<file path="config.mk">
export PLATFORM = sky130hd
export DESIGN_NAME = cholesky_seq
export DESIGN_NICKNAME = d
export VERILOG_FILES = /design/src/rtl/cholesky_seq.sv
export SDC_FILE = /design/constraint.sdc
export NUM_CORES = 1
export LEC_CHECK = 0
export BUFFER_PORTS_ARGS = -buffer_cell sky130_fd_sc_hd__buf_2
export CAP_MARGIN = 20
export CORE_MARGIN = 1
export CORE_UTILIZATION = 40
export CTS_CLUSTER_DIAMETER = 40
export DETAILED_ROUTE_END_ITERATION = 10
export PLACE_DENSITY_LB_ADDON = 0.15
export RECOVER_POWER = 100
export SLEW_MARGIN = 20
export SYNTH_ARGS = -nofsm -noshare
export SYNTH_HDL_FRONTEND = slang
export SYNTH_SLANG_ARGS = --single-unit
</file>
<file path="constraint.sdc">
create_clock -name clk -period 2.1 [get_ports clk]
set_input_delay 0.42 -clock clk [delete_from_list [all_inputs] [get_ports clk]]
set_output_delay 0.42 -clock clk [all_outputs]
set_load 0.005 [all_outputs]
</file>
<file path="src/rtl/cholesky_seq.sv">
`default_nettype none
// cholesky_seq: step sequencer for the cholesky datapath (sqrt/div/update per column).
// Rev 1.0
module cholesky_seq #(
  parameter int N        = 6,
  parameter int SQRT_LAT = 16,
  parameter int DIV_LAT  = 6,
  parameter int UPD_LAT  = 10,
  parameter int CNT_W    = 5
) (
  input  logic       clk,
  input  logic       rst_n,
  input  logic       i_start,
  input  logic       i_abort,
  input  logic       i_sqrt_nan,
  output logic [1:0] o_mode,
  output logic [2:0] o_column,
  output logic       o_busy,
  output logic       o_done,
  output logic       o_error
);

  typedef enum logic [2:0] {
    S_IDLE = 3'd0,
    S_SQRT = 3'd1,
    S_DIV  = 3'd2,
    S_UPD  = 3'd3,
    S_FIN  = 3'd4,
    S_ERR  = 3'd5
  } state_t;

  localparam logic [CNT_W-1:0] c_SQRT_LD  = CNT_W'(SQRT_LAT - 1);
  localparam logic [CNT_W-1:0] c_DIV_LD   = CNT_W'(DIV_LAT - 1);
  localparam logic [CNT_W-1:0] c_UPD_LD   = CNT_W'(UPD_LAT - 1);
  localparam logic [2:0]       c_LAST_COL = 3'(N - 1);

  state_t           r_state, w_state;
  logic [CNT_W-1:0] r_cnt, w_cnt;
  logic [2:0]       r_col, w_col;
  logic             r_error, w_error;
  logic [1:0]       r_mode, w_mode;
  logic             r_busy, r_done;

  always_ff @(posedge clk or negedge rst_n) begin
    if (!rst_n) begin
      r_state <= S_IDLE;
      r_cnt   <= '0;
      r_col   <= '0;
      r_error <= 1'b0;
      r_mode  <= 2'd0;
      r_busy  <= 1'b0;
      r_done  <= 1'b0;
    end else begin
      r_state <= w_state;
      r_cnt   <= w_cnt;
      r_col   <= w_col;
      r_error <= w_error;
      r_mode  <= w_mode;
      r_busy  <= (w_mode != 2'd0);
      r_done  <= (w_state == S_FIN);
    end
  end

  // Column register is forced to zero whenever a non-step state is entered.
  always_comb begin
    w_state = r_state;
    w_cnt   = r_cnt;
    w_col   = r_col;
    w_error = r_error;
    w_mode  = 2'd0;
    case (r_state)
      S_IDLE, S_ERR: begin
        if (i_start) begin
          w_state = S_SQRT;
          w_cnt   = c_SQRT_LD;
          w_col   = 3'd0;
          w_error = 1'b0;
        end
      end
      S_SQRT, S_DIV, S_UPD: begin
        if (i_abort) begin
          w_state = S_IDLE;
          w_cnt   = '0;
          w_col   = 3'd0;
        end else if (r_cnt != '0) begin
          w_cnt = r_cnt - 1'b1;
        end else begin
          case (r_state)
            S_SQRT: begin
              if (i_sqrt_nan) begin
                w_state = S_ERR;
                w_error = 1'b1;
                w_col   = 3'd0;
              end else begin
                w_state = S_DIV;
                w_cnt   = c_DIV_LD;
              end
            end
            S_DIV: begin
              if (r_col == c_LAST_COL) begin
                w_state = S_FIN;
                w_col   = 3'd0;
              end else begin
                w_state = S_UPD;
                w_cnt   = c_UPD_LD;
              end
            end
            default: begin
              w_state = S_SQRT;
              w_cnt   = c_SQRT_LD;
              w_col   = r_col + 3'd1;
            end
          endcase
        end
      end
      S_FIN: begin
        w_state = S_IDLE;
      end
      default: begin
        w_state = S_IDLE;
        w_cnt   = '0;
        w_col   = 3'd0;
      end
    endcase
    case (w_state)
      S_SQRT:  w_mode = 2'd1;
      S_DIV:   w_mode = 2'd2;
      S_UPD:   w_mode = 2'd3;
      default: w_mode = 2'd0;
    endcase
  end

  assign o_mode   = r_mode;
  assign o_column = r_col;
  assign o_busy   = r_busy;
  assign o_done   = r_done;
  assign o_error  = r_error;

endmodule
`default_nettype wire

</file>
==> results of run 1 <==
-- sequential cells by signal, indices dropped and copies added (netlist names) --
| signal | flops |
|---|---|
| o_error | 1 |
| o_done | 1 |
| o_busy | 1 |
| r_state | 3 |
| o_column | 3 |
| o_mode | 2 |
| r_cnt | 5 |
-- repair_timing --
action,in CTS,in global routing
endpoints found under the setup margin,0,1
gates resized for setup,0,1
setup buffers,0,0
-- per-stage QoR --
stage | hold WS, ns | power [mW] | instance area, um2 | std cells
floorplan | 0.124 | 0.575 | 1000 | 102
CTS | 0.0409 | 0.911 | 1200 | 153
global route | 0.299 | 0.960 | 1200 | 153
detailed placement | 0.360 | 0.700 | 1160 | 149
global placement | 0.351 | 0.693 | 1160 | 149
finish | 0.220 | 0.904 | 1200 | 153
-- synthesized netlist by cell type (all sizes together) --
cell type,n,area share [%]
a2111oi,1,2.8
a211oi,1,0.75
a21o,1,0.75
a21oi,4,2.0
a31o,1,0.88
a31oi,1,0.63
and2,1,0.63
buf,1,0.50
clkbuf,4,1.5
dfrtp,16,40
ha,4,5.0
inv,6,2.3
mux2,2,2.6
mux2i,4,4.0
nand2,5,1.9
nand2b,2,1.3
nand3b,1,0.75
nand4,1,0.63
nand4b,1,0.88
nor2,9,3.6
nor3,3,1.5
nor3b,5,3.8
nor4,1,0.63
nor4b,2,2.4
o211ai,1,0.75
o21ai,7,3.5
o21bai,1,0.75
o221ai,1,0.88
o22ai,2,1.3
o311a,1,1.0
o31a,3,2.6
o31ai,2,1.5
or2,3,1.9
or3b,1,0.88
or4b,1,1.4
or4bb,1,1.1
xnor2,1,0.88
-- worst max-delay path: stages, from the launching register on --
cell and delay, ns:
dfrtp_1 0.41, inv_1 0.11, ha_1 0.16, or4b_4 0.50, a2111oi_4 0.29, nor2_4 0.11, mux2_4 0.31
-- worst min path at each step --
stage,startpoint,to,cells after the start
2_1_floorplan,rst_n,o_busy,0
3_3_place_gp,rst_n,o_mode[0],1
3_5_place_dp,rst_n,o_mode[1],1
4_1_cts,rst_n,o_error,1
5_1_grt,rst_n,o_error,1
6_report,rst_n,o_mode[1],1
-- area by class of cell --
cell class | count | area [um2]
multi-input cells | 75 | 562
repair buffers | 24 | 140
well taps | 28 | 35.0
clock buffers | 4 | 36.3
fillers | 210 | 1080
inverters | 6 | 22.5
flip-flops and latches | 16 | 400
-- where the power goes --
part | switching [mW] | internal, mW | total (mW)
Clock | 0.101 | 0.105 | 0.207
Combinational | 0.166 | 0.155 | 0.321
Sequential | 0.0299 | 0.347 | 0.377
-- metal layers --
metal	vias to the layer above	track usage (%)	wire length (um)
li1	420	-	-
met5	-	0	0
met2	27	31.6	1070
met1	413	24.8	1000
met4	0	7.66	14
met3	2	2.92	152
-- kinds of logic (layout without fill, tap and decap cells) --
group,count (synthesis),after routing
simple gates,37,37
compound gates,27,27
flops,16,16
buf+inv,11,34
mux,6,6
fa+ha+maj,4,4
xor+xnor,1,1
==> flow_summary.toml, run 1 <==
[status]
status = "completed"

[hold_path]
hold_class = "input pin to async pin"

[routing]
initialDrtViolationCount = 24
vias_per_cell = 5.63
via_count = 862
antenna_left = 0
drc_errors = 0
drt_wl_total_um = 2250
post_drt_wl_per_cell_um = 14.7
dr.pass1.iters = 4

[floorplanning]
rows = 17
die-area_um2 = 2700
dieHeight_um = 52.0
core_um2 = 2280
start_util_pct = 43.9
die_w_um = 52.0
num_io_pins = 13

[placed_design]
dpl.hpwl_um = 1760
pre_cts_ws_ns = 0.0607
gp_congestion = 0.906
port_buffers = 12

[sta]
period_share_pct = 94.4
tightest_slew_ns = 0.880
rsz0062_at_grt = "no"
final_hold_viol_count = 0
tns_ns = 0
drv_slew = 0
clock_skew_ns = 0.00125
setup_violations = 0
timing.slew.headroom_pct = 41.3
period_needed_ns = 1.98
fin_ws_ns = 0.118
fmax_ghz = 0.505

[cts]
worstSkewPairLatency_ns = 0.28
clockBufferDepth = 2
path_clk_slew_ns = 0.10
holdBufCountCts = 0
cts_tree = "built"
cts.sinks = 16
htree_levels = 1
cts_root_buf = "clkbuf_4"
cts_made_buffers = 3

[critical_path]
rrSetupSlack_ns = 0.12
cp_data_required_time_ns = 2.28
startpoint_type = "flip-flop"
startpoint = "r_cnt[1]"
crit_type = "flip-flop to flip-flop"
crit_fanout = 4
r2r-start = "r_cnt[1]"
endpoint_kind = "flip-flop"
critPathArrivalTime_ns = 2.16
endpoint = "r_cnt[3]"
reg2reg_depth = 6
r2r-end = "r_cnt[3]"

[global_route]
grt-ovfl-total = 0
grt_pass1_wl_um = 3760
grt_pass1_vias = 852
antenna_found_initial = 0
grt_max_degree = 17
track_usage_pct = 19.2

[logic_synthesis]
syn_inst = 102
synthSimpleGateAreaFrac_pct = 23.2
ys_seq_area_share_pct = 40.1
ys_seq_elements = 16
synth_top_family_by_area = "simple AND/OR/NAND/NOR gates"
synthAdderAreaFrac_pct = 5.01
synth.mux.area_fraction_pct = 6.63
avgSynthCellArea_um2 = 9.80
yosys_warnings = 0
synth-xor-area-share_pct = 0.876
syn_area_um2 = 1000
ys_types = 41
synth_compound_area_share_pct = 20.0
synthesis.nets = 111

[cells_and_area]
postLayoutCoreUtil_pct = 52.6
layout_common_cells = "dfrtp_1, buf_4, nor2_1"
layout_commonest_cell = "dfrtp_1"
nNetsFinal = 135
drive_gt1_share_pct = 25.6
area_growth_pct = 19.6
antenna_cells = 0

[power_and_ir_drop]
vdd_ir_drop_max_mv = 0.446
power_density_nw_per_um2 = 756
p_leak_nw = 0.521

[flow_run]
maxCapViolCount = 0
No activity file was read; power rests on OpenSTA's default activity.
==> run 2, diff against run 1 <==
--- a/config.mk
+++ b/config.mk
@@ -13,6 +13,7 @@
 export DETAILED_ROUTE_END_ITERATION = 10
 export PLACE_DENSITY_LB_ADDON = 0.15
 export RECOVER_POWER = 100
+export SETUP_SLACK_MARGIN = 0.5
 export SLEW_MARGIN = 20
 export SYNTH_ARGS = -nofsm -noshare
 export SYNTH_HDL_FRONTEND = slang
==> run 2 against run 1 <==
Compared with the run above:
- cell count up 7.2%
- count of clock-buffer cells in the layout down 1
- combinational power up 21%
- die area unchanged
- critical path type unchanged
==> flow_summary.toml, run 2 (same netlist as run 1, synthesis figures left out) <==
[placed_design]
gp_congestion = 0.823
dpl.hpwl_um = 1760
placed_area_um2 = 1150
port_buffers = 12
pre_cts_ws_ns = 0.160

[power_and_ir_drop]
p_leak_nw = 0.568
power_density_nw_per_um2 = 718
p_total_mw = 0.958
vdd_ir_drop_max_mv = 0.500

[cells_and_area]
drive_gt1_share_pct = 37.5
final.fill_count = 199
layout_commonest_cell = "buf_4"
antenna_cells = 0
nNetsFinal = 147
area_growth_pct = 33.4
design_area_um2 = 1330
layout_common_cells = "buf_4, dfrtp_1, nor2_1"
largest_register_ffs = 5
regMostFlops = "r_cnt"

[sta]
tns_ns = 0
hold-worst-slack_ns = 0.213
fin_ws_ns = 0.126
setup_violations = 0
fmax_ghz = 0.507
period_share_pct = 94.0
timing.slew.headroom_pct = 41.2
rsz0062_at_grt = "yes"
drv_slew = 0
period_needed_ns = 1.97
tightest_slew_ns = 0.882
final_hold_viol_count = 0
clock_skew_ns = 0.00140

[flow_run]
maxCapViolCount = 0

[cts]
cts_root_buf = "clkbuf_4"
cts_tree = "built"
cts.sinks = 16
cts_made_buffers = 3
htree_levels = 1
clockBufferDepth = 2
worstSkewPairLatency_ns = 0.29
path_clk_slew_ns = 0.09

[status]
status = "completed"

[critical_path]
crit_chain = "inv_1, ha_4, or4b_4, clkbuf_1, o21ai_1, o21ai_0, mux2_1"
endpoint_kind = "flip-flop"
r2r-end = "r_cnt[3]"
startpoint_type = "flip-flop"
crit_fanout = 3
critPathArrivalTime_ns = 2.16
critPathMaxStageDelay_ns = 0.47
cp_data_required_time_ns = 2.28
rrSetupSlack_ns = 0.13
reg2reg_depth = 7
r2r-start = "r_cnt[1]"
worst_path_max_delay_cell = "or4b_4"
crit_type = "flip-flop to flip-flop"

[global_route]
antenna_found_initial = 0
grt_pass1_wl_um = 4440
grt_pass1_vias = 958
grt_max_degree = 17
track_usage_pct = 23.0
grt-ovfl-total = 0

[routing]
drt_wl_total_um = 2690
post_drt_wl_per_cell_um = 16.4
vias_per_cell = 5.74
antenna_left = 0
dr.pass1.iters = 4
drc_errors = 0
initialDrtViolationCount = 10
via_count = 942

[floorplanning]
start_util_pct = 43.9
core_um2 = 2280
dieHeight_um = 52.0
num_io_pins = 13
rows = 17
die_w_um = 52.0
die-area_um2 = 2700

[hold_path]
hold_class = "input pin to async pin"
run 2: worst max-delay path by stage:
stage              from          end  slack (ns)  cells after the start
2_1_floorplan  r_cnt[0]     r_cnt[3]        0.22                      6
3_3_place_gp   r_cnt[0]     r_cnt[3]        0.21                      6
3_5_place_dp   r_cnt[0]     r_cnt[3]        0.16                      6
4_1_cts        r_cnt[1]     r_cnt[3]        0.22                      6
5_1_grt        r_cnt[1]  o_column[1]        0.07                      8
6_report       r_cnt[1]     r_cnt[3]        0.13                      7
run 2: layer usage:
layer,GRT usage (%),vias up,share of wire (%)
li1,-,452,-
met1,27.9,451,43
met2,38.9,28,49
met3,4.39,11,4.6
met4,10.4,0,2.7
met5,0,-,0
run 2: area by class of cell:
type                            instances  area [um2]  share of cell area [%]
Timing Repair Buffer                   36         238                    17.8
Tap cell                               28        35.0                    2.63
Inverter                                6        22.5                    1.69
Multi-Input combinational cell         75         613                    46.0
Clock buffer                            3        22.5                    1.69
Sequential cell                        16         403                    30.2
run 2: through the flow:
stage / instances / utilization, %
after floorplan: 102 / -
after global placement: 145 / 50.4
after detailed placement: 145 / 50.4
after CTS: 163 / 58.6
after global routing: 164 / 58.6
final: 164 / 58.6
run 2: what timing repair did:
action,CTS,global route
hold buffers,0,0
pin swaps,9,7
gates resized for setup,14,7
endpoints found under the setup margin,12,16
buffers inserted,15,1
run 2: power breakdown:
part | internal, mW | total (mW) | switching, mW
Combinational | 0.210 | 0.389 | 0.178
Clock | 0.0668 | 0.167 | 0.101
Sequential | 0.348 | 0.402 | 0.0544
Total | 0.625 | 0.958 | 0.333
run 2: critical path: cells and delay by family (launching register included):
kind                     cells  cell delay [ns]
AO/OA/AOI/OAI                2             0.24
buffers and inverters        2             0.29
multiplexers                 1             0.30
flip-flops                   1             0.40
AND/OR/NAND/NOR              1             0.47
adder cells (fa/ha/maj)      1             0.15
